==> src/rtl/drs_event_reader.sv <==
// drs_event_reader - frames FWFT readout FIFO words into 16-bit AXI-stream event packets
// Packet: 7 header beats, nwords payload beats, checksum, trailer.
module drs_event_reader #(
  parameter int unsigned TIMEOUT   = 1024,
  parameter logic [15:0] HDR_MARK  = 16'hAAAA,
  parameter logic [15:0] TRL_MARK  = 16'h5555,
  parameter logic [15:0] FILL_WORD = 16'hDEAD
) (
  input  logic        clock,
  input  logic        reset,
  input  logic        ev_valid_i,
  output logic        ev_ready_o,
  input  logic [47:0] ev_timestamp_i,
  input  logic [31:0] ev_counter_i,
  input  logic [15:0] ev_nwords_i,
  input  logic [15:0] rd_data_i,
  input  logic        rd_empty_i,
  output logic        rd_enable_o,
  output logic [15:0] m_axis_tdata,
  output logic        m_axis_tvalid,
  input  logic        m_axis_tready,
  output logic        m_axis_tlast,
  output logic        busy_o,
  output logic        err_timeout_o,
  output logic [15:0] pkt_count_o
);

  localparam int unsigned TW = $clog2(TIMEOUT + 1);

  typedef enum logic [2:0] {
    S_IDLE,
    S_HEADER,
    S_PAYLOAD,
    S_CSUM,
    S_TRAILER
  } state_t;

  state_t        state_q, state_d;
  logic [2:0]    beat_q, beat_d;
  logic [47:0]   ts_q, ts_d;
  logic [31:0]   cnt_q, cnt_d;
  logic [15:0]   nwords_q, nwords_d;
  logic [15:0]   remaining_q, remaining_d;
  logic [15:0]   csum_q, csum_d;
  logic [TW-1:0] to_cnt_q, to_cnt_d;
  logic          timed_out_q, timed_out_d;
  logic          err_q, err_d;
  logic [15:0]   tdata_q, tdata_d;
  logic          tvalid_q, tvalid_d;
  logic          tlast_q, tlast_d;
  logic [15:0]   pkt_q, pkt_d;

  logic          load;
  logic          pop;
  logic [15:0]   hdr_word;
  logic [15:0]   pay_word;
  logic [15:0]   remaining_dec;

  // The output register may take a new beat when empty or being drained this cycle.
  assign load          = !tvalid_q || m_axis_tready;
  assign pop           = (state_q == S_PAYLOAD) && load && !rd_empty_i && !timed_out_q;
  assign rd_enable_o   = pop;
  assign ev_ready_o    = (state_q == S_IDLE);
  assign busy_o        = (state_q != S_IDLE);
  assign err_timeout_o = err_q;
  assign pkt_count_o   = pkt_q;
  assign m_axis_tdata  = tdata_q;
  assign m_axis_tvalid = tvalid_q;
  assign m_axis_tlast  = tlast_q;
  assign remaining_dec = remaining_q - 16'd1;
  assign pay_word      = timed_out_q ? FILL_WORD : rd_data_i;

  always_comb begin
    hdr_word = HDR_MARK;
    case (beat_q)
      3'd1:    hdr_word = cnt_q[31:16];
      3'd2:    hdr_word = cnt_q[15:0];
      3'd3:    hdr_word = ts_q[47:32];
      3'd4:    hdr_word = ts_q[31:16];
      3'd5:    hdr_word = ts_q[15:0];
      3'd6:    hdr_word = nwords_q;
      default: hdr_word = HDR_MARK;
    endcase
  end

  always_comb begin
    state_d     = state_q;
    beat_d      = beat_q;
    ts_d        = ts_q;
    cnt_d       = cnt_q;
    nwords_d    = nwords_q;
    remaining_d = remaining_q;
    csum_d      = csum_q;
    to_cnt_d    = to_cnt_q;
    timed_out_d = timed_out_q;
    err_d       = err_q;
    tdata_d     = tdata_q;
    tvalid_d    = tvalid_q;
    tlast_d     = tlast_q;
    pkt_d       = pkt_q;

    case (state_q)
      S_IDLE: begin
        if (load) begin
          tvalid_d = 1'b0;
          tlast_d  = 1'b0;
        end
        // The first header beat is loaded on accept so it is valid the next cycle.
        if (ev_valid_i) begin
          ts_d        = ev_timestamp_i;
          cnt_d       = ev_counter_i;
          nwords_d    = ev_nwords_i;
          csum_d      = 16'd0;
          to_cnt_d    = '0;
          timed_out_d = 1'b0;
          tdata_d     = HDR_MARK;
          tvalid_d    = 1'b1;
          tlast_d     = 1'b0;
          beat_d      = 3'd1;
          state_d     = S_HEADER;
        end
      end

      S_HEADER: begin
        if (load) begin
          tdata_d  = hdr_word;
          tvalid_d = 1'b1;
          if (beat_q == 3'd6) begin
            beat_d      = 3'd0;
            remaining_d = nwords_q;
            state_d     = (nwords_q == 16'd0) ? S_CSUM : S_PAYLOAD;
          end else begin
            beat_d = beat_q + 3'd1;
          end
        end
      end

      S_PAYLOAD: begin
        if (load) begin
          if (timed_out_q || !rd_empty_i) begin
            tdata_d     = pay_word;
            tvalid_d    = 1'b1;
            csum_d      = csum_q + pay_word;
            to_cnt_d    = '0;
            remaining_d = remaining_dec;
            if (remaining_dec == 16'd0) begin
              state_d = S_CSUM;
            end
          end else begin
            tvalid_d = 1'b0;
            to_cnt_d = to_cnt_q + TW'(1);
            if (to_cnt_d == TW'(TIMEOUT)) begin
              timed_out_d = 1'b1;
              err_d       = 1'b1;
            end
          end
        end
      end

      S_CSUM: begin
        if (load) begin
          tdata_d  = csum_q;
          tvalid_d = 1'b1;
          state_d  = S_TRAILER;
        end
      end

      S_TRAILER: begin
        // tlast_q marks that the trailer is already sitting in the output register.
        if (!tlast_q) begin
          if (load) begin
            tdata_d  = TRL_MARK;
            tvalid_d = 1'b1;
            tlast_d  = 1'b1;
          end
        end else if (m_axis_tready) begin
          tvalid_d = 1'b0;
          tlast_d  = 1'b0;
          pkt_d    = pkt_q + 16'd1;
          state_d  = S_IDLE;
        end
      end

      default: begin
        state_d  = S_IDLE;
        tvalid_d = 1'b0;
        tlast_d  = 1'b0;
      end
    endcase
  end

  always_ff @(posedge clock or posedge reset) begin
    if (reset) begin
      state_q     <= S_IDLE;
      beat_q      <= 3'd0;
      ts_q        <= 48'd0;
      cnt_q       <= 32'd0;
      nwords_q    <= 16'd0;
      remaining_q <= 16'd0;
      csum_q      <= 16'd0;
      to_cnt_q    <= '0;
      timed_out_q <= 1'b0;
      err_q       <= 1'b0;
      tdata_q     <= 16'd0;
      tvalid_q    <= 1'b0;
      tlast_q     <= 1'b0;
      pkt_q       <= 16'd0;
    end else begin
      state_q     <= state_d;
      beat_q      <= beat_d;
      ts_q        <= ts_d;
      cnt_q       <= cnt_d;
      nwords_q    <= nwords_d;
      remaining_q <= remaining_d;
      csum_q      <= csum_d;
      to_cnt_q    <= to_cnt_d;
      timed_out_q <= timed_out_d;
      err_q       <= err_d;
      tdata_q     <= tdata_d;
      tvalid_q    <= tvalid_d;
      tlast_q     <= tlast_d;
      pkt_q       <= pkt_d;
    end
  end

endmodule

==> config.mk <==
export PLATFORM = sky130hd
export DESIGN_NAME = drs_event_reader
export DESIGN_NICKNAME = d
export VERILOG_FILES = /design/src/rtl/drs_event_reader.sv
export SDC_FILE = /design/constraint.sdc
export NUM_CORES = 1
export LEC_CHECK = 0
export ABC_AREA = 1
export CORE_MARGIN = 2
export CORE_UTILIZATION = 54
export DETAILED_ROUTE_END_ITERATION = 6
export PLACE_DENSITY = 0.8
export SYNTH_ARGS = -nofsm -noshare
export SYNTH_HDL_FRONTEND = slang
export SYNTH_SLANG_ARGS = --single-unit
==> constraint.sdc <==
create_clock -name clock -period 7.8 [get_ports clock]
set_input_delay 1.17 -clock clock [delete_from_list [all_inputs] [get_ports clock]]
set_output_delay 1.17 -clock clock [all_outputs]
set_load 0.01 [all_outputs]
; ---- Word-level counts from Yosys, hierarchy flattened
; Cells that the tools add are included.
; Widths: inputs -> output; s select.
[totals]
regBits = 181
out_inout_bits = 38
wordCells = 132
[op_classes]
add_sub_neg = 5
eq_ne = 26
mux = 55
bitwise_logic = 2
reduce_logical = 30
[ops]
columns = op, n
row1 = $mux 16, 15
row2 = $pmux 16 s6, 1
row3 = $pmux 16 s5, 1
row4 = $pmux 16 s2, 2
row5 = $mux 11, 3
row6 = $mux 3, 11
row7 = $logic_not 16->1, 2
row8 = $pmux 11 s2, 1
row9 = $ne 2x2->1 const B, 10
row10 = $add 16x1->16 const B, 1
row11 = $add 16x16->16, 1
row12 = $mux 1, 16
row13 = $sub 16x1->16 const B, 1
row14 = $pmux 3 s5, 1
row15 = $eq 3x2->1 const B, 4
row16 = $eq 3x3->1 const B, 4
row17 = $reduce_and 3->1, 4
row18 = $add 11x1->11 const B, 1
row19 = $eq 11x11->1 const B, 1
row20 = $reduce_and 5->1, 2
row21 = $reduce_and 9->1, 1
row22 = $reduce_and 4->1, 2
row23 = $reduce_and 8->1, 1
row24 = $eq 3x1->1 const B, 2
row25 = 19 further kinds, 30

; ---- Depth between registers and ports, before layout
; Gate-level depths: netlist (run 1).
[logic_depth]
ltp_word = 6
mapped_depth = 14
depth_no_buf = 14

; ---- Worst setup path after synthesis (run 1)
; Ideal clock, no wire load.
[synth_path]
path_type = input -> output
startpoint = input port m_axis_tready
endpoint = output port rd_enable_o
arrival_ns = 1.870
t_required_ns = 6.630
path_slack_ns = 4.760
cell_stages = 4
n_path_buf = 0
path_cell_list = inv_1 > nand2_1 > inv_1 > nor4_1
[synth_between]
elab_chain_len = 4
[synth_lines]
columns = item, line_no
row1 = "start, declared", 21  ; input logic m_axis_tready,
row2 = $logic_or 1x1->1, 60  ; assign load = !tvalid_q || m_axis_tready;
row3 = $logic_and 1x1->1 (3 in series), 61  ; assign pop = (state_q == S_PAYLOAD) && load && !rd_empty_i && !timed_out_q;
row4 = "end, declared", 18  ; output logic rd_enable_o,
; No other way between the ends.

; ---- Worst setup path after layout (run 1)
; Same ends and word-level chain as after synthesis.

==> summary.txt, run 1 <==
Clk sinks: 181
Largest net degree at the start of global routing: 96
Hold_sp: pkt_count_o[15]
Sequential element share of the synthesized area: 47.1%
Initial Util: 55.4%
CP Capture Type: output port
Num rows: 48
RSZ-0062 raised after global routing: no
WHS Endpoint: pkt_count_o[15]
Slew @ Worst Pin: 1.14 ns
Max Transition Viols Final: 0
Final hold violations: 0
DR iter-0 viols: 851
Dominant synthesized flop cell: dfrtp_1
Max Clk Rate: 247 MHz
PwrDens: 381 mW/mm^2
Drt pass-1 iters: 6
# nets final: 1521
Routed Wire Length: 27000 um
Setup Fix Bufs, Post-CTS: 0
Relative slew slack: 23.3%
Mean routed wirelength per cell: 16.7 um
Final period utilization: 51.9%
R2r worst-path depth: 12
Worst Path Arrival: 2.88 ns
H-tree Lvls: 4
CTS buffer count: 17
Root Driver: clkbuf_16
Syn_area_per_cell: 7.71 sq um
Port bufs: 154
Via count of the routed design: 9029
GRT Total Usage: 29.8%
Leak pwr: 5.62 nW
Critical Path Stages: 6
Max VDD drop: 0.312 mV
Die footprint: 0.0189 sq mm
Post-synth ARST share: 100%
Die X: 137 um
Fin Clk Skew: 0.0110 ns
Skew-Pair Late Insertion Delay: 0.43 ns
Antenna Nets Post-Route: 0
Reg2reg setup slack: 4.91 ns
Vert. Die Dim: 137 um
Ports: 155
Setup-failing EPs final: 0
Post-CTS Resized: 0
Unique cell type count in the Yosys netlist: 47
Mapped Cells: 1246
Setup ws final: 3.75 ns
Grt ovf: 0
Final worst path period need: 4.05 ns
Clock-pin slew on the worst setup and hold paths: 0.07 ns
Dpl ws: 3.75 ns
Synth warn: 0
Clock Path Buffers: 2
Drc violations: 0
Worst Setup Start Kind: input pin
# hold bufs at CTS: 0
Gp weighted congestion: 0.923
CP max stage cell: clkdlybuf4s50_1
Antenna diode count: 0
Buf/Inv on CP: 4
Hold Slack: 0.472 ns
Mapped Area: 0.00961 sq mm
First-pass GRT wire length: 43300 um
Hpwl dp: 19300 um
Vias in the first global route: 8723
Path type of the worst setup path: in2out
Crit-path max cell delay: 0.58 ns
Hold depth: 1
Syn-to-layout area delta: 23.4%
Via density: 5.57
Top Family by Delay on Critical Path: buffers and inverters
Worst r2r src: state_q[2]
Worst Hold Class: reg2reg
Required @ worst endpoint: 6.63 ns
CTS tree: yes
Initial antenna violation count: 0
TNS Setup: 0 ns
EDFF count, synth: 0
Max_cap viols: 0
Fillcell total: 1462
Status: finished clean
Post-Syn Nets: 1384
Number of synthesized register bits: 181
Floorplan Core Area: 0.0174 sq mm
Layout cell share with drive strength beyond 1: 6.02%
R2R Path End: csum_q[11]
Max FO, Critical Path: 7
Critical-path cell list: clkdlybuf4s50_1 -> inv_1 -> nand2_1 -> inv_1 -> nor4_1 -> clkdlybuf4s50_1
cell families after synthesis:
kind of cell | Yosys count | share of synthesized area [%]
buffers and inverters | 179 | 7.30
AOI/OAI and AO/OA | 254 | 15.2
adders and majority gates | 21 | 2.81
xor gates and xnor gates | 25 | 2.28
DFF | 181 | 47.1
and+or+nand+nor | 586 | 25.3
flip-flops by register name (all words and copies together) (netlist names):
signal         flops
to_cnt_q          11
m_axis_tdata      16
pkt_count_o       16
err_timeout_o      1
nwords_q          16
timed_out_q        1
beat_q             3
m_axis_tlast       1
ts_q              48
remaining_q       16
state_q            3
csum_q            16
m_axis_tvalid      1
cnt_q             32
cells in the final DEF, fill, tap and decap left out, types with 17 or more instances in the layout:
master           instances
clkbuf_16               17
inv_1                  128
clkdlybuf4s50_1        154
nand3_1                 38
o21ai_0                119
xor2_1                  22
ha_1                    20
dfrtp_1                181
a21oi_1                 50
nand2_1                381
o22ai_1                 18
nor2_1                 100
cells in the mapped netlist, types with 2 or more instances:
cell type | count | share of area [%]
nand3_1 | 38 | 2.0
a22oi_1 | 7 | 0.55
nor2_4 | 3 | 0.35
xnor2_1 | 3 | 0.27
xor2_1 | 22 | 2.0
nor3_1 | 11 | 0.57
nor2_2 | 11 | 0.72
a32o_1 | 2 | 0.21
o31ai_1 | 4 | 0.31
o21bai_1 | 4 | 0.31
a31oi_1 | 9 | 0.59
ha_1 | 20 | 2.6
inv_1 | 129 | 5.0
o2111ai_1 | 5 | 0.46
o221ai_1 | 3 | 0.27
o211ai_1 | 6 | 0.47
dfrtp_1 | 181 | 47
nand2_1 | 381 | 15
or2_2 | 12 | 0.78
o22ai_1 | 18 | 1.2
a22o_1 | 3 | 0.27
a41oi_1 | 7 | 0.64
o21ai_0 | 119 | 6.2
buf_1 | 2 | 0.078
nand4_1 | 8 | 0.52
nor2_1 | 101 | 3.9
a21o_1 | 4 | 0.31
nand2_2 | 7 | 0.46
nor4_1 | 9 | 0.59
o21ai_1 | 9 | 0.47
a21oi_1 | 50 | 2.6
inv_2 | 9 | 0.35
clkbuf_1 | 21 | 0.82
buf_2 | 15 | 0.78
metal layers:
| metal | vias to the layer above | GRT usage, % | wire [um] |
|---|---|---|---|
| li1 | 4332 | - | - |
| met1 | 4294 | 41.0 | 11900 |
| met2 | 361 | 48.4 | 12800 |
| met3 | 42 | 4.97 | 1730 |
| met4 | 0 | 9.68 | 616 |
| met5 | - | 0 | 0 |
through the flow:
step / utilization [%] / instances / total power, mW / area, sq um
floorplan: - / 1246 / 2.98 / 9610
global placement: 65.1 / 1589 / 3.59 / 11300
detailed placement: 65.1 / 1589 / 3.65 / 11300
CTS: 68.3 / 1621 / 4.49 / 11900
global route: 68.3 / 1621 / 4.85 / 11900
finish: 68.3 / 1621 / 4.52 / 11900
worst reg2reg max path, stage by stage, from the launching register on:
cell     delay [ns]
dfrtp_1        0.46
nor2_2         0.18
nand2_4        0.25
inv_2          0.58
nand2_1        0.22
nand2_1        0.10
inv_1          0.06
o21ai_2        0.34
nor2_4         0.14
inv_2          0.22
a21oi_1        0.06
o21ai_1        0.08
nand2_1        0.06
area by class of cell:
cell class	count	area (sq um)	share of cell area, %
sequential	181	4530	38.2
inverter	139	527	4.44
tap	225	282	2.37
timing repair buffer	158	1570	13.2
clock inverter	15	139	1.17
clock buffer	17	425	3.59
multi-input combinational	886	4390	37.0
where the power goes:
part | internal [mW] | switching (mW) | total [mW]
sequential | 1.34 | 0.272 | 1.61
combinational | 0.717 | 1.36 | 2.08
clock | 0.422 | 0.405 | 0.826
total | 2.48 | 2.04 | 4.52
worst max path at each step:
stage             endpoint  slack [ns]     startpoint
2_1_floorplan    beat_q[0]        1.71          reset
3_3_place_gp   rd_enable_o        3.76  m_axis_tready
3_5_place_dp   rd_enable_o        3.75  m_axis_tready
4_1_cts        rd_enable_o        3.74  m_axis_tready
5_1_grt        rd_enable_o        3.64  m_axis_tready
6_report       rd_enable_o        3.75  m_axis_tready
(Power assumes the default switching activity.)
==> inputs of run 2 (changes only) <==
clock period = 4.2 ns   (was 7.8 ns; I/O delays follow)
==> run 2 against run 1 <==
Setup slack worse by 2.6 ns; flip-flop and latch count unchanged; worst hold slack worse by 0.035 ns; largest cell class unchanged; largest power group unchanged.
==> summary.txt, run 2 (synthesized netlist as in run 1, its figures left out) <==
Status: finished clean
Clock-pin slew on the worst setup and hold paths: 0.07 ns
RSZ-0062 raised after global routing: no
Skew-Pair Late Insertion Delay: 0.44 ns
Final period utilization: 73.5%
Routed Wire Length: 27100 um
TNS Setup: 0 ns
Drt pass-1 iters: 7
Fin Clk Skew: 0.0115 ns
Initial antenna violation count: 0
Worst Hold Class: in2async
Syn-to-layout area delta: 24.2%
Total net switching power: 3.79 mW
Setup-failing EPs final: 0
Hpwl dp: 19600 um
CP Capture Type: output port
Max FO, Critical Path: 7
Floorplan Core Area: 0.0174 sq mm
Die X: 137 um
Path type of the worst setup path: in2out
Max_cap viols: 0
Clock power frac: 19.5%
Initial Util: 55.4%
Max Clk Rate: 324 MHz
Internal Power: 4.75 mW
Slew @ Worst Pin: 1.11 ns
Clk sinks: 181
DR iter-0 viols: 821
Hold Slack: 0.437 ns
Drc violations: 0
Gp weighted congestion: 0.909
Relative slew slack: 25.6%
H-tree Lvls: 4
Antenna Nets Post-Route: 0
Grt ovf: 0
Largest net degree at the start of global routing: 153
CTS buffer count: 17
Post-CTS Resized: 0
Max VDD drop: 0.734 mV
First-pass GRT wire length: 43900 um
Vias in the first global route: 8850
Final hold violations: 0
Required @ worst endpoint: 3.57 ns
Antenna diode count: 0
Via density: 5.59
Mean routed wirelength per cell: 16.7 um
GRT Total Usage: 30.1%
Via count of the routed design: 9067
Flop pwr share: 35.2%
Most frequent cells in the layout: nand2_1, dfrtp_1, clkdlybuf4s50_1
Sw frac: 44.4%
R2r worst-path depth: 12
R2R Path End: csum_q[10]
CTS tree: yes
Reg2reg setup slack: 1.47 ns
Leak pwr: 5.65 nW
Comb pwr share: 45.4%
Ports: 155
Vert. Die Dim: 137 um
Die footprint: 0.0189 sq mm
Num rows: 48
# nets final: 1523
Max reg flops: 48
Port bufs: 154
Reg with most FFs: ts_q
Max Transition Viols Final: 0
Layout cell share with drive strength beyond 1: 6.08%
Worst Setup Start Kind: input pin
Setup Fix Bufs, Post-CTS: 0
Biggest regs: ts_q (48), cnt_q (32)
# hold bufs at CTS: 0
Worst Path Arrival: 2.46 ns
PwrDens: 715 mW/mm^2
Clock Path Buffers: 2
Commonest non-fill, non-tap cell in the layout: nand2_1
Root Driver: clkbuf_16
Worst r2r src: timed_out_q
Final worst path period need: 3.09 ns
-- run 2: layout make-up --
type,instances,area (sq um)
Tap cell,225,282
Fill cell,1415,5420
Clock inverter,13,158
Multi-Input combinational cell,886,4390
Sequential cell,181,4530
Inverter,139,526
Timing Repair Buffer,160,1610
Clock buffer,19,443
-- run 2: stage by stage --
stage                     cells  area [sq um]  utilization (%)  setup slack (ns)  power (mW)
after global placement     1591         11300             65.3              1.13        6.67
after detailed placement   1591         11300             65.3              1.13        6.80
final                      1623         11900             68.8              1.11        8.54
after floorplan            1246          9620                -              1.25        5.54
after CTS                  1623         11900             68.8              1.12        8.48
after global routing       1623         11900             68.8              1.01        9.15
-- run 2: worst max path at each step --
stage	startpoint	cells past startpoint	end	slack (ns)
after floorplan	reset	1	beat_q[0]	1.25
after global placement	m_axis_tready	6	rd_enable_o	1.13
after detailed placement	m_axis_tready	6	rd_enable_o	1.13
after CTS	m_axis_tready	6	rd_enable_o	1.12
after global routing	m_axis_tready	6	rd_enable_o	1.01
final	m_axis_tready	6	rd_enable_o	1.11
-- run 2: power groups by stage --
| stage | clock network (mW) | logic [mW] | registers, mW |
|---|---|---|---|
| after floorplan | 0 | 2.65 | 2.89 |
| after global placement | 0 | 3.69 | 2.98 |
| after detailed placement | 0 | 3.80 | 3.00 |
| after CTS | 1.67 | 3.83 | 2.99 |
| after global routing | 1.74 | 4.33 | 3.07 |
| final | 1.66 | 3.87 | 3.00 |
-- run 2: critical path: stages --
cell and delay [ns]:
clkdlybuf4s50_1 0.51, inv_1 0.07, nand2_1 0.20, inv_1 0.16
nor4_1 0.30, clkdlybuf4s50_1 0.60
-- run 2: per-layer routing --
metal	part of all wire, %	track usage, %	vias to the layer above
met3	6.3	4.89	50
met2	47	49.4	399
li1	-	-	4333
met1	44	41.0	4285
met5	0	0	-
met4	2.7	10.0	0
==> variant 1 (config.mk and constraints of run 2) <==
Reset style: synchronous (`reset`), changed in one clocked block.
--- a/src/rtl/drs_event_reader.sv
+++ b/src/rtl/drs_event_reader.sv
@@ -191,3 +191,3 @@
 
-  always_ff @(posedge clock or posedge reset) begin
+  always_ff @(posedge clock) begin
     if (reset) begin
Behaviour: differs if reset is asserted again (counterexample within 4 cycles, from zero or initial values and one cycle with reset high); with reset held inactive, the same outputs for 4 cycles.
==> variant 1 against run 2 <==
  * Area after synthesis is 5.1% lower
  * Sequential power shrank 20%
  * Largest power group unchanged
  * Via count grew 3.5%
  * Power is 16% lower
  * Design area decreased by 4.8%
  * Routed wire length rose by 0.61%
  * First-iteration DRC count rose by 9.6%
  * Critical endpoint unchanged
  * Sequential cell count unchanged
  * Sequential share of layout area shrank 6.1 points
  * Setup slack got worse by 0.16 ns
==> variant 1: results (changes against run 2) <==
Power
  – Sequential logic power: 0.00240 W (was 0.00300 W)
  – Comb power frac: 43.5% (was 45.4%)
  – P_int: 0.00410 W (was 0.00475 W)
  – P_sw: 0.00303 W (was 0.00379 W)
  – Static leakage: 4.56 nW (was 5.65 nW)
  – Worst VDD drop: 339 uV (was 734 uV)

Finish
  – Final cell count without fillers: 1,662 (was 1,623)
  – Seq. cell area: 3620 sq um (was 4530 sq um)
  – Clock buf/inv share: 5.23% (was 5.03%)
  – Non-clock buffer total of the final layout: 161 (was 160)
  – Fill cell count: 1,416 (was 1,415)
  – Multi-input logic area: 4560 sq um (was 4390 sq um)
  – Largest regs: ts_q x48, cnt_q x32 (unchanged)
  – Fraction of area in registers: 31.9% (was 37.9%)
  – Inverter count: 187 (was 139)
  – Non-clock buffering overhead: 14.1% (was 13.5%)
  – N_diodes: 0 (unchanged)
  – Multi-input gate count: 881 (was 886)
  – Layout cells sized above 1: 6.10% (was 6.08%)

Detailed routing
  – Drt first pass iters: 5 (was 7)
  – Via density: 5.65 (was 5.59)
  – DRT Wirelength: 27.2 mm (was 27.1 mm)
  – ANT nets after route: 0 (unchanged)
  – Initial drt markers: 900 (was 821)

Critical path
  – Crit path largest cell delay: 0.59 ns
  – Critical Path Start: state_q[2] (was m_axis_tready)
  – Arrival time worst endpoint: 2.62 ns (was 2.46 ns)
  – Critical Path Fanout Max: 24 (was 7)
  – Critical path's top delay family: buffers and inverters (unchanged)
  – R2R Path Start: timed_out_q (unchanged)

Global route
  – Largest net degree at the start of global routing: 114 (was 153)
  – First-pass GRT wire length: 42.4 mm (was 43.9 mm)
  – Total GRT Usage: 29.6% (was 30.1%)
  – Vias in the first global route: 8,543 (was 8,850)

Yosys
  – Synth Flop Type: dfxtp_1 (was dfrtp_1)
  – Yosys Warn Count: 0 (unchanged)
  – Post-Synthesis Cells: 1,308 (was 1,246)
  – Ys async rst share: 0% (was 100%)
  – Count of cell types in the netlist: 48 (was 47)
  – Sequential element share of the synthesized area: 39.7% (was 47.1%)
  – Mapped Nets: 1,446 (was 1,384)
  – Synth top cells by count: nand2_1 (208), dfxtp_1 (181), inv_1 (172) (was nand2_1 (381), dfrtp_1 (181), inv_1 (129))
  – Synth area leaders: dfxtp_1 (40%), a21oi_1 (9.0%), nand2_1 (8.6%) (was dfrtp_1 (47%), nand2_1 (15%), o21ai_0 (6.2%))

Place
  – Placed insts: 1,630 (was 1,591)
  – DP Wirelength: 19.4 mm (was 19.6 mm)
  – Placed cell area: 10,800 sq um (was 11,300 sq um)
  – GPL Wtd Cong: 0.942 (was 0.909)
  – Post-Place Worst Slack: 1.04 ns (was 1.13 ns)

Clocking
  – Setup Buffers After CTS: 0 (unchanged)
  – TritonCTS Buffers: 17 (unchanged)

Run status
  – Status: complete, no violations (unchanged)

Min path
  – Hold WC Path Type: reg -> reg (was in -> async)

STA
  – Slew Limit Headroom: 35.0% (was 25.6%)
  – Clk_skew: 0.0111 ns (was 0.0115 ns)
[variant 1: final timing paths]
| kind | endpoint | slack [ns] | cells past startpoint |
|---|---|---|---|
| worst min register to register | cnt_q[31] | 0.45 | 2 |
| worst min-delay path | cnt_q[31] | 0.45 | 2 |
| worst max register to register | csum_q[10] | 1.30 | 11 |
| worst max-delay path | rd_enable_o | 0.95 | 6 |
[variant 1: logic make-up after synthesis]
| group | count (synthesis) | synth area share [%] |
|---|---|---|
| AO/OA/AOI/OAI | 422 | 25.8 |
| XOR/XNOR | 6 | 0.576 |
| adder cells (fa/ha/maj) | 21 | 2.96 |
| AND/OR/NAND/NOR | 432 | 20.7 |
| flip-flops | 181 | 39.7 |
| buffers and inverters | 246 | 10.3 |
[variant 1: metal layers]
metal  wire length (microns)  track usage (%)  up-vias  part of all wire [%]
met5                       0                0        -                     0
met4                     895             11.7        0                   3.3
met3                    2300             7.71       52                   8.4
met2                   12400             46.9      365                    45
met1                   11700             38.7     4334                    43
li1                        -                -     4635                     -
==> variant 2 (flow settings as in run 2) <==
Without the edit above. Set the parameter `FILL_WORD` to 16'hA701 (it was 16'hDEAD).
--- a/src/rtl/drs_event_reader.sv
+++ b/src/rtl/drs_event_reader.sv
@@ -6,3 +6,3 @@
   parameter logic [15:0] TRL_MARK  = 16'h5555,
-  parameter logic [15:0] FILL_WORD = 16'hDEAD
+  parameter logic [15:0] FILL_WORD = 16'hA701
 ) (
Formal check against the unedited RTL: same outputs for any inputs over 4 cycles, from zero or initial values and one cycle with reset high; that may be too few to reach the edited logic, so the function may still have changed.
==> variant 2 against run 2 <==
  * Sequential power fell by 3%
  * Area after synthesis up 0.91%
  * Design area increased by 0.26%
  * Routed wire length is 2.0% lower
  * Power decreased by 1.4%
  * Sequential share of layout area fell by 0.099 points
  * Sequential cell count stayed put
  * Combinational power increased by 2%
  * Synthesized cell count is 1.9% higher
  * Setup slack improved by 0.12 ns
  * Cell count rose by 1.7%
  * Maximum frequency is 3.9% higher
  * Critical endpoint unchanged
  * Largest power group unchanged
==> variant 2: results (changes against run 2) <==
Place
  – Buffers on Ports: 154 (unchanged)
  – Placed insts: 1,617 (was 1,591)
  – Placed cell area: 11,400 sq um (was 11,300 sq um)
  – Post-Place Worst Slack: 1.25 ns (was 1.13 ns)
  – GPL Wtd Cong: 0.900 (was 0.909)
  – DP Wirelength: 19.4 mm (was 19.6 mm)

Finish
  – Layout cells sized above 1: 5.42% (was 6.08%)
  – Final cell count without fillers: 1,650 (was 1,623)
  – Fill cell count: 1,539 (was 1,415)
  – Final-stage net count: 1,545 (was 1,523)
  – Largest regs: ts_q x48, cnt_q x32 (unchanged)

Global route
  – GR met3 Demand/Resource: 5.92% (was 4.89%)
  – Total GRT Usage: 28.6% (was 30.1%)
  – GRT met2 Usage: 46.5% (was 49.4%)
  – Initial antenna violation count: 1 (was 0)
  – Grt met1 use: 37.9% (was 41.0%)
  – Vias in the first global route: 8,931 (was 8,850)
  – Largest net degree at the start of global routing: 157 (was 153)
  – First-pass GRT wire length: 44.1 mm (was 43.9 mm)

Clocking
  – Setup Buffers After CTS: 0 (unchanged)
  – Clock Latency Late Sink: 0.43 ns
  – Clock tree root driver cell: clkbuf_16 (unchanged)
  – TritonCTS Buffers: 17 (unchanged)
  – Htree depth: 4 (unchanged)
  – Hold_buf cts: 0 (unchanged)
  – Longest Clk Path Bufs: 2 (unchanged)

Detailed routing
  – Initial drt markers: 819 (was 821)
  – Via density: 5.45 (was 5.59)
  – Wirelength per Cell: 16.1 microns (was 16.7 microns)
  – Drt first pass iters: 7 (unchanged)

STA
  – Worst-Margin Slew: 0.850 ns (was 1.11 ns)
  – Clk_skew: 0.00919 ns (was 0.0115 ns)

Run status
  – Status: complete, no violations (unchanged)

Critical path
  – CP max stage cell: clkdlybuf4s50_1 (unchanged)
  – Critical Path Fanout Max: 26 (was 7)
  – Critical path's top delay family: simple AND/OR/NAND/NOR gates (was buffers and inverters)
  – Crit path largest cell delay: 0.61 ns

Yosys
  – Mapped Nets: 1,408 (was 1,384)
  – Synth area leaders: dfrtp_1 (47%), nand2_1 (15%), o21ai_0 (6.4%) (was dfrtp_1 (47%), nand2_1 (15%), o21ai_0 (6.2%))
  – Avg Inst Size Synth: 7.64 sq um (was 7.71 sq um)
  – Yosys Warn Count: 0 (unchanged)
  – Count of cell types in the netlist: 49 (was 47)
  – Synth Flop Type: dfrtp_1 (unchanged)
  – Sequential element share of the synthesized area: 46.7% (was 47.1%)
  – Post-synth EDFFs: 0 (unchanged)
  – Synth top cells by count: nand2_1 (383), dfrtp_1 (181), inv_1 (148) (was nand2_1 (381), dfrtp_1 (181), inv_1 (129))

Power
  – Static leakage: 5.68 nW (was 5.65 nW)
  – Worst VDD drop: 377 uV (was 734 uV)

Min path
  – Hold WC Path Type: reg -> reg (was in -> async)
==> variant 2: area by class of cell <==
cell class,count,area (sq um),share of cell area (%)
diodes,1,2.50,0.0209
clock buffers,20,457,3.82
clock inverters,12,121,1.01
inverters,160,608,5.08
multi-input cells,888,4330,36.2
flip-flops and latches,181,4530,37.8
well taps,229,287,2.39
repair buffers,159,1630,13.6
==> variant 2: worst min-delay path, cell delays in order (launching register included) <==
cell and delay (ns):
dfrtp_1 0.34, nand2_1 0.05, nand2_1 0.05
==> variant 2: worst paths after layout <==
path	start	slack, ns	end	cells after the start
setup / recovery	state_q[0]	1.23	rd_enable_o	4
hold / removal	ts_q[38]	0.48	ts_q[38]	2
setup reg to reg	state_q[0]	1.40	csum_q[8]	9
hold reg to reg	ts_q[38]	0.48	ts_q[38]	2
max in group asynchronous	reset	2.74	pkt_count_o[8]	3
min in group asynchronous	reset	0.69	nwords_q[6]	2
==> variant 2: per-layer routing <==
metal | vias up | wire length (microns)
met5 | - | 0
met4 | 0 | 929
met3 | 58 | 1640
met2 | 338 | 12500
met1 | 4216 | 11400
li1 | 4383 | -
==> variant 2: cells by family (layout without fill, tap and decap cells) <==
logic type	Yosys count	count (layout)	synth area share, %
xor gates and xnor gates	21	21	1.90
buffers and inverters	201	351	8.62
other	0	1	0
DFF	181	181	46.7
AOI/OAI and AO/OA	258	258	14.9
and+or+nand+nor	588	588	25.1
adders and majority gates	21	21	2.79
==> variant 2: report_power, final <==
| part | internal, W | total (W) | switching (W) | leakage (nW) |
|---|---|---|---|---|
| logic | 0.00137 | 0.00393 | 0.00257 | 3.14 |
| clock network | 0.000857 | 0.00156 | 0.000707 | 0.263 |
| registers | 0.00248 | 0.00292 | 0.000442 | 2.28 |
